==> src/rtl/store_buffer_pkg.sv <==
// Shared types for the write-through store buffer: entry layout, access size and drain FSM state.
package store_buffer_pkg;

    localparam int SB_DEPTH      = 4;
    localparam int SB_DATA_WIDTH = 32;

    typedef logic [SB_DATA_WIDTH-1:0] data_bus_t;

    typedef enum logic [1:0] {
        SZ_WORD = 2'd0,
        SZ_HALF = 2'd1,
        SZ_BYTE = 2'd2
    } byte_format_t;

    typedef struct packed {
        data_bus_t    addr;
        data_bus_t    data;
        byte_format_t size;
    } sb_entry_t;

    typedef enum logic {
        SB_IDLE = 1'b0,
        SB_REQ  = 1'b1
    } sb_state_t;

    function automatic logic is_word(input byte_format_t size);
        return size == SZ_WORD;
    endfunction

endpackage

==> src/rtl/sb_fifo.sv <==
// Circular entry queue for the store buffer: head/tail pointers, occupancy and push/pop.
// With STORE_BUF_FWD_EN defined, the raw entry array and head pointer are exported for the load search.
module sb_fifo
    import store_buffer_pkg::*;
#(
    parameter  int DEPTH = SB_DEPTH,
    localparam int PTR_W = $clog2(DEPTH),
    localparam int CNT_W = $clog2(DEPTH + 1)
) (
    input  logic             clk,
    input  logic             rst,
    input  logic             push_i,
    input  sb_entry_t        push_entry_i,
    input  logic             pop_i,
    output sb_entry_t        head_entry_o,
    output logic [CNT_W-1:0] count_o,
    output logic             full_o
`ifdef STORE_BUF_FWD_EN
    ,
    output sb_entry_t        entries_o [DEPTH],
    output logic [PTR_W-1:0] head_ptr_o
`endif
);

    sb_entry_t        mem_q [DEPTH];
    logic [PTR_W-1:0] head_q, head_d;
    logic [PTR_W-1:0] tail_q, tail_d;
    logic [CNT_W-1:0] count_q, count_d;
    logic             do_push, do_pop;

    assign full_o       = (count_q == CNT_W'(DEPTH));
    assign count_o      = count_q;
    assign head_entry_o = mem_q[head_q];

    // NOTE: every always_comb output gets a default first so no path can infer a latch.
    always_comb begin
        head_d  = head_q;
        tail_d  = tail_q;
        do_push = push_i && !full_o;
        do_pop  = pop_i && (count_q != '0);
        if (do_push) tail_d = tail_q + 1'b1;
        if (do_pop)  head_d = head_q + 1'b1;
        count_d = count_q + CNT_W'(do_push) - CNT_W'(do_pop);
    end

    // NOTE: sequential state uses non-blocking assignments so all flops update from pre-edge values.
    always_ff @(posedge clk) begin
        if (rst) begin
            head_q  <= '0;
            tail_q  <= '0;
            count_q <= '0;
        end else begin
            head_q  <= head_d;
            tail_q  <= tail_d;
            count_q <= count_d;
        end
    end

    // NOTE: the entry array is not reset; occupancy alone decides which entries are meaningful.
    always_ff @(posedge clk) begin
        if (do_push) mem_q[tail_q] <= push_entry_i;
    end

`ifdef STORE_BUF_FWD_EN
    assign entries_o  = mem_q;
    assign head_ptr_o = head_q;
`endif

endmodule

==> src/rtl/store_buffer.sv <==
// Write-through store buffer: queues CPU stores and drains them to memory over req/ack.
// Define STORE_BUF_FWD_EN to add youngest-first word forwarding to loads (ld_* ports).
module store_buffer
    import store_buffer_pkg::*;
#(
    parameter  int DEPTH      = SB_DEPTH,
    parameter  int DATA_WIDTH = SB_DATA_WIDTH,
    localparam int PTR_W      = $clog2(DEPTH),
    localparam int CNT_W      = $clog2(DEPTH + 1)
) (
    input  logic                  clk,
    input  logic                  rst,
    input  logic                  st_valid_i,
    output logic                  st_ready_o,
    input  logic [DATA_WIDTH-1:0] st_addr_i,
    input  logic [DATA_WIDTH-1:0] st_data_i,
    input  logic [1:0]            st_size_i,
    output logic                  mem_req_o,
    input  logic                  mem_ack_i,
    output logic [DATA_WIDTH-1:0] mem_addr_o,
    output logic [DATA_WIDTH-1:0] mem_data_o,
    output logic [1:0]            mem_size_o,
    output logic                  empty_o,
    output logic [CNT_W-1:0]      count_o
`ifdef STORE_BUF_FWD_EN
    ,
    input  logic [DATA_WIDTH-1:0] ld_addr_i,
    output logic                  ld_hit_o,
    output logic [DATA_WIDTH-1:0] ld_data_o,
    output logic                  ld_conflict_o
`endif
);

    sb_state_t        state_q, state_d;
    sb_entry_t        push_entry;
    sb_entry_t        head_entry;
    logic [CNT_W-1:0] count;
    logic             full;
    logic             push_ok;
    logic             pop;

`ifdef STORE_BUF_FWD_EN
    sb_entry_t        entries [DEPTH];
    logic [PTR_W-1:0] head_ptr;
`endif

    assign push_entry = '{addr: st_addr_i, data: st_data_i, size: byte_format_t'(st_size_i)};
    assign st_ready_o = !full;
    assign push_ok    = st_valid_i && st_ready_o;
    assign pop        = (state_q == SB_REQ) && mem_ack_i;
    assign count_o    = count;
    assign empty_o    = (count == '0) && (state_q == SB_IDLE);

    sb_fifo #(.DEPTH(DEPTH)) u_fifo (
        .clk          (clk),
        .rst          (rst),
        .push_i       (push_ok),
        .push_entry_i (push_entry),
        .pop_i        (pop),
        .head_entry_o (head_entry),
        .count_o      (count),
        .full_o       (full)
`ifdef STORE_BUF_FWD_EN
        ,
        .entries_o    (entries),
        .head_ptr_o   (head_ptr)
`endif
    );

    always_comb begin
        state_d    = state_q;
        mem_req_o  = 1'b0;
        mem_addr_o = '0;
        mem_data_o = '0;
        mem_size_o = '0;
        case (state_q)
            SB_IDLE: begin
                if (count != '0) state_d = SB_REQ;
            end
            SB_REQ: begin
                mem_req_o  = 1'b1;
                mem_addr_o = head_entry.addr;
                mem_data_o = head_entry.data;
                mem_size_o = head_entry.size;
                // Leaving REQ only when the acked entry was the last and nothing new arrives.
                if (mem_ack_i && (count == CNT_W'(1)) && !push_ok) state_d = SB_IDLE;
            end
            default: state_d = SB_IDLE;
        endcase
    end

    always_ff @(posedge clk) begin
        if (rst) state_q <= SB_IDLE;
        else     state_q <= state_d;
    end

`ifdef STORE_BUF_FWD_EN
    // Walk oldest to youngest so the youngest matching entry overrides older ones.
    always_comb begin
        logic [PTR_W-1:0] idx;
        ld_hit_o      = 1'b0;
        ld_conflict_o = 1'b0;
        ld_data_o     = '0;
        idx           = '0;
        for (int i = 0; i < DEPTH; i++) begin
            idx = head_ptr + PTR_W'(i);
            if ((CNT_W'(i) < count) && (((entries[idx].addr ^ ld_addr_i) >> 2) == '0)) begin
                if (is_word(entries[idx].size)) begin
                    ld_hit_o      = 1'b1;
                    ld_conflict_o = 1'b0;
                    ld_data_o     = entries[idx].data;
                end else begin
                    ld_hit_o      = 1'b0;
                    ld_conflict_o = 1'b1;
                    ld_data_o     = '0;
                end
            end
        end
    end
`endif

endmodule
==> config.mk <==
export PLATFORM = sky130hd
export DESIGN_NAME = store_buffer
export DESIGN_NICKNAME = d
export VERILOG_FILES = /design/src/rtl/store_buffer_pkg.sv /design/src/rtl/sb_fifo.sv /design/src/rtl/store_buffer.sv
export SDC_FILE = /design/constraint.sdc
export NUM_CORES = 1
export LEC_CHECK = 0
export BUFFER_PORTS_ARGS = -buffer_cell sky130_fd_sc_hd__buf_4
export CAP_MARGIN = 15
export CELL_PAD_IN_SITES_DETAIL_PLACEMENT = 1
export CELL_PAD_IN_SITES_GLOBAL_PLACEMENT = 2
export CORE_MARGIN = 5
export CORE_UTILIZATION = 40
export CTS_CLUSTER_DIAMETER = 200
export DETAILED_ROUTE_END_ITERATION = 10
export HOLD_SLACK_MARGIN = 0.1
export PLACE_DENSITY_LB_ADDON = 0.15
export SLEW_MARGIN = 5
export SYNTH_ARGS = -nofsm -noshare
export SYNTH_HDL_FRONTEND = slang
export SYNTH_SLANG_ARGS = --single-unit
==> constraint.sdc <==
create_clock -name clk -period 2.8 [get_ports clk]
set_input_delay 0.14 -clock clk [delete_from_list [all_inputs] [get_ports clk]]
set_output_delay 0.14 -clock clk [all_outputs]
set_load 0.005 [all_outputs]
Yosys cells after proc, flatten, opt, wreduce, memory -nomap -nowiden
Memories as Yosys holds them, arrays and structs flattened. A register that Yosys moved wholly into a read port is not among the register bits.
Index checks and enable logic that the tools add are counted.
- register bits: 8
- bits in read-only memories: 0
- output and inout port bits: 72
- memories: 1
- bits in latches: 0
- logic and storage cells: 34
- input bits: 70
- bits in writable memories: 264
- memories (name ; words ; bits a word ; rd ports ; clocked after Yosys merged registers in ; write ports ; line ; RTL):
    u_fifo.mem_q ; 4 ; 66 ; 1 ; 1 ; 1 ; sb_fifo.sv:25 ; sb_entry_t mem_q [DEPTH];
- bitwise gates (word level): 1
- equal/unequal tests: 2
- divide/modulo/power cells: 0
- mux-type cells: 11
- add/sub/neg operators: 4
- order comparisons: 0
- multipliers: 0
- shift operators: 0
- reductions and logical operators: 11
- operators with widths (cell ; count):
    2-to-1 mux 32 bit ; 2
    logical AND 1 bit ; 7
    2-to-1 mux 2 bit ; 3
    2-to-1 mux 1 bit ; 5
    adder 2 x 1 -> 2 bit (second input constant) ; 2
    adder 3 x 1 -> 3 bit ; 1
    equality test 3 x 1 -> 1 bit (second input constant) ; 1
    equality test 3 bit (second input constant) ; 1
    zero test 3 bit ; 1
    nonzero test 3 bit ; 1
    subtractor 3 x 1 -> 3 bit ; 1
    zero test 1 bit ; 2
    one-hot mux 1 bit (2 select lines) ; 1
    inverter 1 bit ; 1

Logic depth before layout (Yosys ltp)
Gate-level depths: netlist (run 1).
- depth in word-level cells: 7
- mapped depth: 9
- mapped depth without buffers: 9

By module
Synthesis (run 1) repeated with hierarchy kept, for this count alone.
- cell total of the unflattened synthesis: 473
- area total of the unflattened synthesis: 10502.6 µm²
- modules (own cells, without submodules) (module ; area an instance (µm²) ; times used ; cells each):
    sb_fifo ; 9974.6 ; 1 ; 392
    store_buffer ; 528.0 ; 1 ; 81

Worst setup path after synthesis (run 1)
No wires, ideal clock.
- kind: register -> register
- start point: register u_fifo.count_q[1] (netlist: u_fifo.count_o[1])
- end point: memory u_fifo.mem_q[2][0] (netlist bit) (enable)
- data arrival time: 2.411 ns
- cell stages (with the launch flop): 4
- required time: 2.369 ns
- path slack: -0.042 ns
- setup time: 0.431 ns
- period minus slack after synthesis: 2.842 ns
- cells stage by stage: dfxtp_1 nor2_1 a21boi_2 and2_1
- cells in the longest elaborated chain, start to end: 6
- RTL lines (element ; line ; RTL):
    start, declared ; sb_fifo.sv:28 ; logic [CNT_W-1:0] count_q, count_d;
    start signal, assigned ; sb_fifo.sv:55 ; count_q <= count_d;
    equality test 3 bit (*) ; sb_fifo.sv:31 ; assign full_o = (count_q == CNT_W'(DEPTH));
    zero test 1 bit (*) ; sb_fifo.sv:39, store_buffer.sv:48 ;
    logical AND 1 bit ; store_buffer.sv:49 ; assign push_ok = st_valid_i && st_ready_o;
    logical AND 1 bit (*) ; sb_fifo.sv:39 ; do_push = push_i && !full_o;
    named net u_fifo.do_push ; sb_fifo.sv:29 ; logic do_push, do_pop;
    2-to-1 mux 1 bit (*) ; sb_fifo.sv:61 ; if (do_push) mem_q[tail_q] <= push_entry_i;
    2-to-1 mux 1 bit (not written as such) (*) ; sb_fifo.sv:61 ;
    end, declared ; sb_fifo.sv:25 ;
The timed path passes the listed nets; every way through them passes the cells marked *.

==> metrics, run 1 <==
area fraction in compound gates after synthesis=0.419%; post-synthesis sequential area ratio=77.7%; area leader, netlist=edfxtp_1; Post-synth ARST share=0%; FILL cells=2319; Synth Flop Type=edfxtp_1; die width=172 µm; total negative slack=0 ns; Worst EP required=2.66 ns; count leader, synth=edfxtp_1; Core Region=0.0259 mm²; delay-heaviest family, CP=flip-flops; Initial DRC Count=293; total power=11.1 mW; final setup vio count=0; Ant. Diodes=0; Root Buffer=clkbuf_16; num rows=59; wirelength, routed=~22000 µm; Worst Hold Class=input pin to register; DR WL/cell=20.9 µm; Die ar.=between 0.02 and 0.03 mm²; drt via density=4.92; M1 WL=8880 µm; actual slew at the worst max-slew pin=0.717 ns; maximum fanout along the worst path=26; period utilisation layout=89.3%; Synth Area in Adders=0.909%; peak supply drop=~0.38 mV; met2 routed wirelength=12000 µm; Worst-Skew Late Latency=roughly 0.53 ns; antenna violations before repair=0; Die Ht=between 150 and 200 µm; Syn Inst Count=470; CP peak stage delay=0.62 ns; I/O Buffers=141; f_max=roughly 0.4 GHz; Post-DRT Antenna Nets=0; register area=0.00814 mm²; RSZ-0062 raised after global routing=false; Initial Util=slightly above 40%; NumNets Final=778; Post-Syn Nets=547; Setup CP Type=register to output port; Yosys reg bits=around 270; synth unique cells=25; largest family of logic cells by synthesized area=multiplexers; Max-Cap Viols=0; crit path launch type=register; vias in the first global route=5944; post-synthesis simple-gate area fraction=4.98%; largest net degree at the start of global routing=70; CTS H-tree depth=1; io pins=142; slowest CP cell=dfxtp_4; post-route minimum period=2.50 ns; Slew headroom=52.2%; Pwr Density=roughly 800 mW/mm²; vias=5203; Critical Path AT=2.36 ns; CTS tree=yes; Leakage=~4.7 nW; CTS clk-pin slew, worst paths=0.06 ns; clk buf depth=3; total gr overflow=0; first drt pass iteration count=4; multiplexer share of the synthesized area=14.4%; CP Cell Sequence=buf_12, mux4_2, and2_1, buf_4; Final Max Slew Viols=0; Global Route Usage Sum=15.1%; Ys Warns=0; DP HPWL=12800 µm; number of synthesized flops with an enable pin=264; Layout Utilization=52.4%; Multi-input gate area=between 0.002 and 0.0025 mm²; synthesized area=0.0105 mm²; routability-driven placement congestion ratio=about 0.7; share of layout cells above drive strength 1=37.3%; xor/xnor cell area share of the yosys netlist=0.167%; CTS buffer count=28; Synth top cells by count=264 x edfxtp_1, 71 x and2_1, 66 x mux4_2; status=completed; first-pass GRT wire length=34000 µm; Met3 Wirelength=approximately 900 µm; clock skew=0.0170 ns; Synth area leaders=edfxtp_1 76%, mux4_2 14%, and2_1 4.2%; Residual DRC=0; WP buf/inv=2; crit end category=output port; Avg Cell Area, Syn=22.3 µm²; Yosys top cell area share=75.8%; clk sinks=approximately 270; area added between synthesis and finish=29.9%; final hold viol count=0; DR top layer=met4
cell families after synthesis:
family | count (synthesis)
and+or+nand+nor | 87
adders and majority gates | 7
muxes | 68
DFF | 274
xor gates and xnor gates | 2
buffers and inverters | 27
AOI/OAI and AO/OA | 5
tightest hold or removal path, stage by stage:
cell	delay (ns)
buf_4	0.12
a21boi_2	0.21
mux2i_1	0.13
per-layer routing:
metal | GRT usage [%] | vias to the layer above
li1 | - | 2369
met1 | 18.4 | 2705
met2 | 28.1 | 105
met3 | 2.51 | 24
met4 | 3.51 | 0
met5 | 0 | -
flip-flops by register name, indices dropped and copies added (netlist names), named ones only:
register / count
u_fifo.mem_q: 264
u_fifo.count_o: 3
u_fifo.head_q: 2
u_fifo.tail_q: 2
state_q: 1
cell usage in the layout, fill, tap and decap left out, types with 6 or more instances in the layout:
cell,synthesis,final
and2_1,71,67
clkbuf_16,0,29
mux4_2,66,66
dfxtp_1,10,7
dlygate4sd3_1,0,69
ha_1,6,6
buf_12,0,6
buf_4,0,148
clkbuf_1,10,7
nor2_1,8,8
edfxtp_1,264,264
clkinv_2,0,6
report_power, final:
part | internal, mW | total [mW] | switching [mW] | leakage [nW]
Sequential | 4.98 | 5.14 | 0.159 | 2.50
Clock | 2.16 | 3.61 | 1.44 | 0.439
Combinational | 1.26 | 2.33 | 1.07 | 1.76
Total | 8.40 | 11.1 | 2.67 | 4.70
cell type report:
cell class	instances	share of cell area, %
clock inverter	15	1.08
inverter	5	0.138
multi-input combinational	169	16.1
clock buffer	36	5.53
tap	335	3.08
timing repair buffer	223	14.1
sequential	274	59.9
path summary, 6_finish.rpt:
| check | start | to | slack, ns | depth (start not counted) |
|---|---|---|---|---|
| worst min register to register | u_fifo.tail_q[1]$_SDFFE_PP0P_ | u_fifo.tail_q[1]$_SDFFE_PP0P_ | 0.54 | 2 |
| worst max register to register | u_fifo.count_o[2]$_SDFF_PP0_ | u_fifo.count_o[2]$_SDFF_PP0_ | 0.41 | 9 |
| worst max-delay path | register | mem_addr_o[17] | 0.30 | 4 |
| worst min-delay path | st_valid_i | u_fifo.tail_q[1]$_SDFFE_PP0P_ | 0.12 | 3 |
what timing repair did:
item,CTS,global route
setup buffers,0,0
endpoints found under the setup margin,0,0
hold buffers,69,0
gates resized for setup,0,0
hold endpoints to repair,274,0
per-stage QoR:
stage          std cells  hold slack [ns]  worst slack, ns  area [µm²]
3_5_place_dp         937            0.345            0.404       12000
3_3_place_gp         937            0.338            0.589       12000
2_1_floorplan        470            0.239            0.662       10500
5_1_grt             1057            0.127            0.131       13600
4_1_cts             1057            0.111            0.208       13600
6_report            1057            0.123            0.298       13600
Note: power is estimated with default switching activity, not from simulation.
==> run 2: changes to the inputs <==
--- a/config.mk
+++ b/config.mk
@@ -5,12 +5,13 @@
 export SDC_FILE = /design/constraint.sdc
 export NUM_CORES = 1
 export LEC_CHECK = 0
+export ABC_AREA = 1
 export BUFFER_PORTS_ARGS = -buffer_cell sky130_fd_sc_hd__buf_4
 export CAP_MARGIN = 15
 export CELL_PAD_IN_SITES_DETAIL_PLACEMENT = 1
 export CELL_PAD_IN_SITES_GLOBAL_PLACEMENT = 2
 export CORE_MARGIN = 5
-export CORE_UTILIZATION = 40
+export CORE_UTILIZATION = 34
 export CTS_CLUSTER_DIAMETER = 200
 export DETAILED_ROUTE_END_ITERATION = 10
 export HOLD_SLACK_MARGIN = 0.1
==> metrics, run 2 <==
Min-Delay Startpoint=rst (was st_valid_i); peak supply drop=0.503 mV (was 0.384 mV); delay-heaviest family, CP=buffers and inverters (was flip-flops); total negative slack=0 ns (unchanged); total power=11.5 mW (was 11.1 mW); io pins=142 (unchanged); clock skew=0.0158 ns (was 0.0170 ns); synthesized area=0.0114 mm² (was 0.0105 mm²); final hold viol count=0 (unchanged); Post-synth ARST share=0% (unchanged); drt via density=4.52 (was 4.92); Synth top cells by count=408 x nand2_1, 264 x edfxtp_1, 152 x inv_1 (was 264 x edfxtp_1, 71 x and2_1, 66 x mux4_2); DR WL/cell=17.1 µm (was 20.9 µm); Global Route Usage Sum=16.0% (was 15.1%); commonest non-fill, non-tap cell in the layout=nand2_1 (was edfxtp_1); CTS tree=yes (unchanged); Synth area leaders=edfxtp_1 70%, nand2_1 13%, inv_1 5.0% (was edfxtp_1 76%, mux4_2 14%, and2_1 4.2%); Die Ht=193 µm (was 172 µm); post-CTS setup buffers=0 (unchanged); Placed Area=0.0131 mm² (was 0.0120 mm²); Residual DRC=0 (unchanged); Root Buffer=clkbuf_16 (unchanged); Yosys reg bits=274 (unchanged); crit end category=output port (unchanged); antenna violations before repair=3 (was 0); wirelength, routed=29800 µm (was 22100 µm); Worst-Skew Late Latency=0.55 ns (was 0.53 ns); RSZ-0062 raised after global routing=false (unchanged); Critical Path AT=2.30 ns (was 2.36 ns); clk buf depth=3 (unchanged); Post-DRT Antenna Nets=0 (unchanged); Reg-to-Reg Start=u_fifo.count_o[1]$_SDFF_PP0_ (was u_fifo.count_o[2]$_SDFF_PP0_); Avg Cell Area, Syn=10.8 µm² (was 22.3 µm²); Post-Syn Nets=1129 (was 547); Core Region=0.0333 mm² (was 0.0259 mm²); Worst EP required=2.66 ns (about the same); CTS H-tree depth=1 (unchanged); num rows=67 (was 59); status=completed (unchanged); hold depth=3 (unchanged); most frequent cells in the layout=408 x nand2_1, 264 x edfxtp_1, 157 x buf_4 (was 264 x edfxtp_1, 148 x buf_4, 69 x dlygate4sd3_1); synth unique cells=17 (was 25); Max-Cap Viols=0 (unchanged); I/O Buffers=141 (unchanged); f_max=0.409 GHz (was 0.400 GHz); Setup WS post-layout=0.356 ns (was 0.298 ns); pre-CTS setup slack=0.617 ns (was 0.404 ns); Initial Util=34.2% (was 40.4%); Worst Hold Class=input pin to register (unchanged); CP most frequent cell=nand2_1; Final Cell Area=0.0147 mm² (was 0.0136 mm²); count leader, synth=nand2_1 (was edfxtp_1); maximum fanout along the worst path=39 (was 26); Ys Warns=0 (unchanged); crit path launch type=register (unchanged); first drt pass iteration count=5 (was 4); DP HPWL=17900 µm (was 12800 µm); Slew headroom=56.2% (was 52.2%); Final Max Slew Viols=0 (unchanged); slowest CP cell=dfxtp_4 (unchanged); post-synthesis sequential area ratio=71.3% (was 77.7%); area added between synthesis and finish=28.7% (was 29.9%); total gr overflow=0 (unchanged); WP buf/inv=3 (was 2); die width=193 µm (was 172 µm); routability-driven placement congestion ratio=0.716 (was 0.706); reg2reg end=u_fifo.mem_q[1][5]$_DFFE_PP_ (was u_fifo.count_o[2]$_SDFF_PP0_); post-route minimum period=2.44 ns (was 2.50 ns); Yosys top cell area share=69.6% (was 75.8%); Initial DRC Count=284 (was 293); Largest register FFs=264 (unchanged); Setup CP Type=register to output port (unchanged); CTS buffer count=31 (was 28); area leader, netlist=edfxtp_1 (unchanged); Pwr Density=782 mW/mm² (was 815 mW/mm²); first-pass GRT wire length=46600 µm (was 34000 µm); clk sinks=274 (unchanged); Die ar.=0.0373 mm² (was 0.0295 mm²); period utilisation layout=87.3% (was 89.3%); largest net degree at the start of global routing=133 (was 70); actual slew at the worst max-slew pin=0.657 ns (was 0.717 ns); reg2reg setup slack=0.71 ns (was 0.41 ns); CTS clk-pin slew, worst paths=0.06 ns (about the same); hold path endpoint=u_fifo.count_o[1]$_SDFF_PP0_ (was u_fifo.tail_q[1]$_SDFFE_PP0P_); CP Cell Sequence=inv_4, buf_4, nand2_1, nand2_1, nand2_1, a21oi_1, buf_4 (was buf_12, mux4_2, and2_1, buf_4); number of synthesized flops with an enable pin=264 (unchanged); CP peak stage delay=0.36 ns (was 0.62 ns); Reg with most FFs=u_fifo.mem_q (unchanged); Syn Inst Count=1052 (was 470); Synth Flop Type=edfxtp_1 (unchanged); NumNets Final=1347 (was 778); share of layout cells above drive strength 1=16.3% (was 37.3%); final setup vio count=0 (unchanged); vias in the first global route=8397 (was 5944); R2R cell count=5 (was 9); Layout Utilization=44.1% (was 52.4%); vias=7882 (was 5203); Leakage=6.21 nW (was 4.70 nW)
## run 2: final cells by class
| class | instances | area [µm²] |
|---|---|---|
| diodes | 2 | 5.00 |
| clock buffers | 38 | 802 |
| clock inverters | 17 | 103 |
| fillers | 3663 | 18600 |
| inverters | 153 | 577 |
| multi-input cells | 575 | 2440 |
| flip-flops and latches | 274 | 8140 |
| well taps | 448 | 561 |
| repair buffers | 235 | 2040 |
## run 2: worst reg2reg max path, cell delays in order (launching register included)
cell and delay, ns:
dfxtp_1 0.42, inv_1 0.08, nand3_1 0.20, nand2_1 0.29, nor2_4 0.47, buf_4 0.32
## run 2: logic make-up (layout without fill, tap and decap cells)
kind of cell	after synthesis	after routing	share of synthesized area (%)
AOI/OAI and AO/OA	74	74	3.27
adders and majority gates	7	7	0.834
buffers and inverters	203	443	7.52
DFF	274	274	71.3
other	0	2	0
and+or+nand+nor	494	494	17.1
## run 2: how the worst max path moves through the flow
stage | to | slack, ns | depth (start not counted)
2_1_floorplan | u_fifo.mem_q[0][0]$_DFFE_PP_ | -0.21 | 4
3_3_place_gp | u_fifo.mem_q[1][5]$_DFFE_PP_ | 0.69 | 5
3_5_place_dp | u_fifo.mem_q[1][7]$_DFFE_PP_ | 0.62 | 5
4_1_cts | mem_addr_o[4] | 0.31 | 7
5_1_grt | mem_addr_o[4] | 0.20 | 7
6_report | mem_addr_o[4] | 0.36 | 7
## run 2: routing by layer
layer / share of wire, % / track usage, % / up-vias / routed length, µm
met5: 0.044 / 0 / - / 13
met4: 1.3 / 3.16 / 2 / 384
met3: 4.4 / 2.97 / 31 / 1320
met2: 49 / 27.6 / 135 / 14500
met1: 45 / 21.4 / 3870 / 13500
li1: - / - / 3844 / -
## run 2: through the flow
step	hold WS [ns]	cells
2_1_floorplan	0.207	1052
3_3_place_gp	0.314	1615
3_5_place_dp	0.315	1615
4_1_cts	0.257	1740
6_report	0.291	1742
5_1_grt	0.296	1742
## run 2: timing repair
item	CTS	global route
endpoints found under the hold margin	274	0
gates resized for setup	0	0
hold buffers	70	0
setup endpoints to repair	0	0
## run 2: where the power goes
part | leakage [nW] | internal [mW] | switching, mW
clock network | 0.438 | 2.10 | 1.55
registers | 2.50 | 4.96 | 0.112
logic | 3.27 | 1.09 | 1.66
